File: config.mk
export PLATFORM = sky130hd
export DESIGN_NAME = pmu_event_serializer
export DESIGN_NICKNAME = d
export VERILOG_FILES = /design/src/rtl/pmu_event_serializer.sv
export SDC_FILE = /design/constraint.sdc
export NUM_CORES = 1
export LEC_CHECK = 0
export CAP_MARGIN = 20
export CORE_ASPECT_RATIO = 0.6
export CORE_MARGIN = 5
export CORE_UTILIZATION = 35
export DETAILED_ROUTE_END_ITERATION = 12
export GPL_TIMING_DRIVEN = 0
export SYNTH_ARGS = -nofsm -noshare
export SYNTH_HDL_FRONTEND = slang
export SYNTH_SLANG_ARGS = --single-unit
File: constraint.sdc
create_clock -name clk_i -period 7.11 [get_ports clk_i]
set_input_delay 0.711 -clock clk_i [delete_from_list [all_inputs] [get_ports clk_i]]
set_output_delay 0.711 -clock clk_i [all_outputs]
set_load 0.05 [all_outputs]
File: src/rtl/pmu_event_serializer.sv
// Per-source saturating event buffers drained round-robin onto a single event-ID stream.
// Latency: 2 cycles from event_i to e_id_o. There is no backpressure: events beyond the counter saturate and set ovf_o.
module pmu_event_serializer #(
  parameter int NUM_SRC    = 8,
  parameter int EID_WIDTH  = 8,
  parameter int PEND_WIDTH = 4
) (
  input  logic                 clk_i,
  input  logic                 rst_ni,
  input  logic                 en_i,
  input  logic [NUM_SRC-1:0]   event_i,
  input  logic                 clr_i,
  output logic [EID_WIDTH-1:0] e_id_o,
  output logic                 e_valid_o,
  output logic [NUM_SRC-1:0]   ovf_o,
  output logic                 busy_o
);

  localparam int IDX_W = (NUM_SRC > 1) ? $clog2(NUM_SRC) : 1;
  localparam int CW    = IDX_W + 1;
  localparam logic [PEND_WIDTH-1:0] CNT_MAX = '1;
  localparam logic [PEND_WIDTH-1:0] CNT_ONE = PEND_WIDTH'(1);
  localparam logic [IDX_W-1:0]      PTR_RST = IDX_W'(NUM_SRC - 1);
  localparam logic [CW-1:0]         CAND_N  = CW'(NUM_SRC);

  logic [PEND_WIDTH-1:0] r_cnt [NUM_SRC];
  logic [NUM_SRC-1:0]    r_ovf;
  logic [IDX_W-1:0]      r_ptr;
  logic [EID_WIDTH-1:0]  r_e_id;
  logic                  r_e_valid;

  logic [NUM_SRC-1:0]    w_nz;
  logic [NUM_SRC-1:0]    w_inc;
  logic [NUM_SRC-1:0]    w_dec;
  logic                  w_gnt_vld;
  logic [IDX_W-1:0]      w_gnt_idx;
  logic [CW-1:0]         w_cand;
  logic [EID_WIDTH-1:0]  w_eid;

  always_comb begin
    w_nz = '0;
    for (int i = 0; i < NUM_SRC; i++) begin
      w_nz[i] = (r_cnt[i] != '0);
    end
  end

  assign w_inc = event_i & {NUM_SRC{en_i}};

  // Cyclic search starting just after the last winner; a clear suppresses the grant.
  always_comb begin
    w_gnt_vld = 1'b0;
    w_gnt_idx = '0;
    w_cand    = '0;
    for (int k = 1; k <= NUM_SRC; k++) begin
      w_cand = {1'b0, r_ptr} + CW'(k);
      if (w_cand >= CAND_N) begin
        w_cand = w_cand - CAND_N;
      end
      if (!w_gnt_vld && !clr_i && w_nz[w_cand[IDX_W-1:0]]) begin
        w_gnt_vld = 1'b1;
        w_gnt_idx = w_cand[IDX_W-1:0];
      end
    end
  end

  always_comb begin
    w_dec = '0;
    if (w_gnt_vld) begin
      w_dec[w_gnt_idx] = 1'b1;
    end
  end

  assign w_eid = EID_WIDTH'(w_gnt_idx) + EID_WIDTH'(1);

  always_ff @(posedge clk_i or negedge rst_ni) begin
    if (!rst_ni) begin
      for (int i = 0; i < NUM_SRC; i++) begin
        r_cnt[i] <= '0;
      end
      r_ovf <= '0;
    end else if (clr_i) begin
      for (int i = 0; i < NUM_SRC; i++) begin
        r_cnt[i] <= '0;
      end
      r_ovf <= '0;
    end else begin
      for (int i = 0; i < NUM_SRC; i++) begin
        if (w_inc[i] && !w_dec[i]) begin
          if (r_cnt[i] == CNT_MAX) begin
            r_ovf[i] <= 1'b1;
          end else begin
            r_cnt[i] <= r_cnt[i] + CNT_ONE;
          end
        end else if (w_dec[i] && !w_inc[i]) begin
          r_cnt[i] <= r_cnt[i] - CNT_ONE;
        end
      end
    end
  end

  always_ff @(posedge clk_i or negedge rst_ni) begin
    if (!rst_ni) begin
      r_ptr     <= PTR_RST;
      r_e_id    <= '0;
      r_e_valid <= 1'b0;
    end else begin
      r_e_valid <= w_gnt_vld;
      r_e_id    <= w_gnt_vld ? w_eid : '0;
      if (w_gnt_vld) begin
        r_ptr <= w_gnt_idx;
      end
    end
  end

  assign e_id_o    = r_e_id;
  assign e_valid_o = r_e_valid;
  assign ovf_o     = r_ovf;
  assign busy_o    = |w_nz;

endmodule
== After elaboration in Yosys (flattened, before gate mapping) ==
Index checks and enable logic that the tools add are counted.

* Add/subtract/negate cells: 33
* $lt $le $gt $ge: 18
* Equal/unequal tests: 16
* Multiplexer cells: 86
* Bitwise gates (word level): 1
* Reductions and logical operators: 105

{| class="wikitable"
|+ Operators with widths
! operator !! count
|-
| two-way mux 4 bit || 25
|-
| two-way mux 3 bit || 16
|-
| less-than comparator 3 x 4 -> 1 bit, second input constant || 9
|-
| two-way mux 1 bit || 33
|-
| adder 4 x 1 -> 4 bit, second input constant || 8
|-
| == test 4 bit, second input constant || 8
|-
| greater-or-equal comparator 4 bit, second input constant || 8
|-
| logical AND 1 bit || 32
|-
| two-way mux 32 bit || 1
|-
| AND reduction 2 bit || 16
|-
| nonzero test 2 bit || 16
|-
| nonzero test 4 bit || 8
|-
| subtractor 4 x 1 -> 4 bit, second input constant || 8
|-
| binary-select mux 1 bit (select 3 bit) || 8
|-
| logical NOT 1 bit || 24
|-
| != test 3 bit, second input constant || 8
|-
| nonzero test 3 bit || 8
|-
| subtractor 3 x 1 -> 3 bit, second input constant || 8
|-
| adder 3 x 3 -> 4 bit, second input constant || 4
|-
| two-way mux 8 bit || 2
|-
| adder 3 x 1 -> 4 bit, second input constant || 2
|-
| adder 3 x 2 -> 4 bit, second input constant || 2
|-
| bitwise AND 8 bit || 1
|-
| OR reduction 8 bit || 1
|-
| other kinds (3) || 3
|}

* Register bits: 48
* Bits of input ports: 12
* Output and inout bits: 18
* Logic and storage cells: 278

== Logic depth before layout (Yosys ltp) ==
* Depth in word-level cells: 44
* Depth in mapped cells: 22
* Mapped depth without buffers: 18

== Least setup slack after synthesis ==
No wires, ideal clock.

* Path type: reg2reg
* Start point: reg r_ptr[1]
* End point: reg r_cnt[7] in the netlist's numbering
* Setup time: 0.125 ns
* Data arrival time: 4.331 ns
* Required time: 6.985 ns
* Path slack: 2.654 ns
* Stages on the path, launching flop included: 21
* Path buffers: 2
* Period minus slack after synthesis: 4.456 ns
* Cells stage by stage: dfstp_2 > buf_4 > inv_1 > ha_1 > buf_2 > and2_1 > a22o_1 > nor3_2 > a211o_4 > nand3_4 > or4_4 > o21ai_4 > inv_4 > nand3_2 > nand3_1 > ha_1 > a21o_1 > a21o_1 > nand2b_1 > mux2i_1 > mux2_2

* Elaborated cells between the ends (all ways): 100
* Classes of those cells: add/sub (16); order compare (10); eq/ne (1); mux (45); reduce/logical (28)

{| class="wikitable"
|+ RTL lines
! element !! RTL line !! source
|-
| from (decl) || 28 || <nowiki>logic [IDX_W-1:0] r_ptr;</nowiki>
|-
| from (signal assigned) || 110 || <nowiki>r_ptr <= w_gnt_idx;</nowiki>
|-
| adder 3 x 1 -> 4 bit || 55 || <nowiki>w_cand = {1'b0, r_ptr} + CW'(k);</nowiki>
|-
| greater-or-equal comparator 4 bit / subtractor 3 x 1 -> 3 bit (equally long branches) || 56, 57 ||
|-
| two-way mux 3 bit || 56 || <nowiki>if (w_cand >= CAND_N) begin</nowiki>
|-
| binary-select mux 1 bit (select 3 bit) || 59 || <nowiki>if (!w_gnt_vld && !clr_i && w_nz[w_cand[IDX_W-1:0]]) begin</nowiki>
|-
| two-way mux 1 bit (not written as such) || 59 ||
|-
| logical AND 1 bit || 59 ||
|-
| two-way mux 1 bit || 59 ||
|-
| logical NOT 1 bit || 59 ||
|-
| [... 24 more ...] || - ||
|-
| logical AND 1 bit (2 in a row) || 59 ||
|-
| two-way mux 1 bit * || 59 ||
|-
| net w_gnt_vld || 35 || <nowiki>logic w_gnt_vld;</nowiki>
|-
| two-way mux 8 bit * || 68 || <nowiki>if (w_gnt_vld) begin</nowiki>
|-
| logical NOT 1 bit || 88 || <nowiki>if (w_inc[i] && !w_dec[i]) begin</nowiki>
|-
| logical AND 1 bit || 88 ||
|-
| != test 3 bit (no line), or another cell as far along || - ||
|-
| AND reduction 2 bit (no line) / two-way mux 32 bit (equally long branches) || - ||
|-
| to (signal, indexed assignment) || 92 || <nowiki>r_cnt[i] <= r_cnt[i] + CNT_ONE;</nowiki>
|-
| to (signal, indexed assignment) || 95 || <nowiki>r_cnt[i] <= r_cnt[i] - CNT_ONE;</nowiki>
|-
| to (decl) || 26 || <nowiki>logic [PEND_WIDTH-1:0] r_cnt [NUM_SRC];</nowiki>
|}

The timed path passes the listed nets; every way through them passes the cells marked *. The select of a mux whose other input is x is not followed.
A chain may end at the register's enable or synchronous reset.

== Final worst setup path ==
* Start point: reg r_ptr[1]
* End point: reg r_cnt[3] in the netlist's numbering

* Cells in the longest elaborated chain, start to end: 44
* Elaborated cells between the ends (all ways): 100
* Classes of those cells: add/sub (16); order compare (10); eq/ne (1); mux (45); reduce/logical (28)

{| class="wikitable"
|+ Ends and longest elaborated chain
! element !! RTL line !! source
|-
| adder 3 x 1 -> 4 bit || 55 ||
|-
| greater-or-equal comparator 4 bit / subtractor 3 x 1 -> 3 bit (equally long branches) || 56, 57 ||
|-
| two-way mux 3 bit || 56 ||
|-
| binary-select mux 1 bit (select 3 bit) || 59 ||
|-
| two-way mux 1 bit (not written as such) || 59 ||
|-
| logical AND 1 bit || 59 ||
|-
| two-way mux 1 bit || 59 ||
|-
| logical NOT 1 bit || 59 ||
|-
| [... 29 more ...] || - ||
|-
| two-way mux 1 bit (not written as such) || 69 || <nowiki>w_dec[w_gnt_idx] = 1'b1;</nowiki>
|-
| demux 1 bit (select 3 bit) || 69 ||
|-
| two-way mux 8 bit * || 68 ||
|-
| net w_dec[7] || 34 || <nowiki>logic [NUM_SRC-1:0] w_dec;</nowiki>
|-
| logical NOT 1 bit || 88 ||
|-
| logical AND 1 bit || 88 ||
|-
| != test 3 bit (no line), or another cell as far along || - ||
|-
| AND reduction 2 bit (no line) / two-way mux 32 bit (equally long branches) || - ||
|}

Marked as above.

==> results.json <==
{
  "ys_seq_elements": 48,
  "synth_ff_type": "dfrtp_1",
  "status": "completed",
  "timing.rr.end": "r_cnt[3]",
  "ys_types": 80,
  "antenna_found_initial": 0,
  "vias_per_cell": 5.52,
  "dieWidth_um": 154,
  "areaGrowthSynthToFinish_pct": 14.2,
  "num_antenna_cells": 0,
  "arrival_ns": 5.52,
  "clock_latency_ns": 0.29,
  "timing.rr.start": "r_ptr[1]",
  "utilization_pct": 41.2,
  "use_met2_pct": 21.6,
  "grt_pass1_wl_um": 19800,
  "core-area_um2": 12100,
  "hp-class": "input pin to async pin",
  "regToRegSetupSlack_ns": 1.77,
  "first_pass_iters": 5,
  "die_area_um2": 14900,
  "ys_warn_count": 0,
  "drc": 0,
  "fillers": 1212,
  "crit_fanout": 10,
  "synth_compound_area_share_pct": 16.8,
  "yosys.area.top_type": "dfrtp_1",
  "mostFrequentLayoutCells": "nor2_1 (69), dfrtp_1 (45), nand2_1 (39)",
  "rr_worst_depth": 21,
  "gr-total-overflow": 0,
  "tritoncts": "yes",
  "grt_pass1_vias": 3643,
  "grt.busiest_layer": "met1",
  "post_cts_resized": 0,
  "totalWireLength_um": 12200,
  "synthSimpleGateAreaFrac_pct": 27.5,
  "relSlewSlack_pct": 52.4,
  "cts_buffer_depth": 2,
  "place_ws_ns": 1.88,
  "critical_path_class": "flop to flop",
  "finalSetupTns_ns": 0,
  "netlist_area_um2": 4380,
  "fin_hold_ws_ns": 0.339,
  "worst_setup_path_end_kind": "flop",
  "rsz0062_at_grt": "false",
  "cts.sinks": 48,
  "start_util_pct": 36.1,
  "nNetsFinal": 558,
  "drtIter0Drc": 380,
  "num_vias": 3782,
  "max-cap-violations": 0,
  "layout_setup_ws_ns": 1.77,
  "synthCells": 483,
  "setup_viol": 0,
  "grtUsageMet1_pct": 26.9,
  "ios": 30,
  "clk_pin_slew_ns": 0.07,
  "maxSlewViolCount": 0,
  "yosys-mux-area-fraction_pct": 10.7,
  "hold_viol": 0,
  "synthTopCellsByArea": "dfrtp_1 (26%), nor2_1 (5.9%), ha_1 (5.4%)",
  "start_kind": "flop",
  "portBuffers": 25,
  "cts_buffers": 5,
  "mostFrequentLayoutCell": "nor2_1",
  "met3_usage_pct": 4.10,
  "grt_max_degree": 34,
  "ant_nets": 0,
  "synth_edf_count": 0,
  "avgSynthCellArea_um2": 9.08,
  "fin_skew_ns": 0.00691,
  "fin_crit_sh_pct": 75.1,
  "cp.required_ns": 7.29,
  "synth-seq-area-share_pct": 27.5,
  "ctsHoldBuffers": 0,
  "min_period_ns": 5.34,
  "root_buffer": "clkbuf_16",
  "synthArstFlopShare_pct": 100,
  "synth_top_area_share_pct": 25.7,
  "dpl.hpwl_um": 9540,
  "grt.total_usage_pct": 16.4,
  "synth_xor_xnor_area_share_pct": 2.77,
  "gp_congestion": 0.974,
  "cts_setup_buffers": 0,
  "die_h_um": 96.7,
  "max_freq_mhz": 187,
  "rows": 31,
  "drive_gt1_share_pct": 16.9,
  "htree_levels": 2,
  "post_drt_wl_per_cell_um": 17.9,
  "worst_pin_slew_ns": 0.714,
  "synth_fa_ha_area_share_pct": 9.08,
  "synth_top_family_by_area": "simple AND/OR/NAND/NOR gates"
}
-- kinds of logic (layout without fill, tap and decap cells) --
| family | after synthesis | after routing |
|---|---|---|
| simple gates | 206 | 206 |
| compound gates | 93 | 93 |
| buf+inv | 53 | 87 |
| flops | 48 | 48 |
| mux | 42 | 42 |
| fa+ha+maj | 27 | 27 |
| xor+xnor | 13 | 13 |
| other cells | 1 | 4 |
-- flip-flops by register name, indices dropped and copies added (netlist names) --
signal and flops:
r_cnt 32, ovf_o 8, e_id_o 4, r_ptr 3, e_valid_o 1
-- how the worst max path moves through the flow --
| stage | start | endpoint | slack (ns) | cells after the start |
|---|---|---|---|---|
| after floorplan | r_ptr[1] | r_cnt[7] | 2.65 | 20 |
| after global placement | r_ptr[1] | r_cnt[3] | 1.93 | 21 |
| after detailed placement | r_ptr[1] | r_cnt[3] | 1.88 | 21 |
| after CTS | r_ptr[1] | r_cnt[3] | 1.86 | 21 |
| after global routing | r_ptr[1] | r_cnt[2] | 1.43 | 21 |
| final | r_ptr[1] | r_cnt[3] | 1.77 | 21 |
-- per-stage QoR --
stage	cell area (um^2)	std cells
2_1_floorplan	4400	486
3_3_place_gp	4850	676
3_5_place_dp	4870	677
4_1_cts	5000	685
5_1_grt	5000	685
6_report	5000	685
-- synth_stat cells, types with 6 or more instances --
| library cell | count |
|---|---|
| nor2_1 | 69 |
| dfrtp_1 | 45 |
| nand2_1 | 39 |
| inv_1 | 27 |
| a21oi_1 | 20 |
| ha_1 | 19 |
| mux2_2 | 15 |
| mux2i_1 | 15 |
| and2_1 | 13 |
| nand3_1 | 13 |
| a21o_1 | 12 |
| a22oi_1 | 12 |
| mux2_1 | 10 |
| nor2b_1 | 10 |
| nor3_1 | 10 |
| xnor2_1 | 9 |
| clkbuf_1 | 8 |
| fa_1 | 8 |
| a22o_1 | 6 |
| buf_4 | 6 |
| nor3_2 | 6 |
-- worst max-delay path, stage by stage (launching register included) --
cell      delay (ns)
dfstp_2         0.57
buf_4           0.22
inv_1           0.15
ha_1            0.29
buf_2           0.19
and2_1          0.21
a22o_1          0.25
nor4_2          0.54
or2_0           0.18
buf_2           0.18
a31o_1          0.16
a21oi_1         0.12
o21a_1          0.24
buf_6           0.16
nor3_4          0.41
nand2b_1        0.22
ha_1            0.25
a21o_1          0.17
a21oi_1         0.17
and2_1          0.14
mux2i_1         0.07
mux2_1          0.32
-- layout make-up --
cell class	instances	area, um^2	area share (%)
Sequential cell	48	1200	24.1
Inverter	32	128	2.55
Timing Repair Buffer	26	265	5.30
Clock buffer	7	133	2.65
Clock inverter	1	5.00	0.100
Multi-Input combinational cell	385	2940	58.8
Tap cell	165	206	4.13
Buffer	21	121	2.42
-- layer usage --
| metal | wire [um] | vias to the layer above |
|---|---|---|
| met5 | 0 | - |
| met4 | 59 | 0 |
| met3 | 1000 | 9 |
| met2 | 4750 | 122 |
| met1 | 6430 | 1875 |
| li1 | - | 1776 |
Power is not shown: default switching activity piles up to over one toggle a cycle in this logic, so the estimate is an artifact.
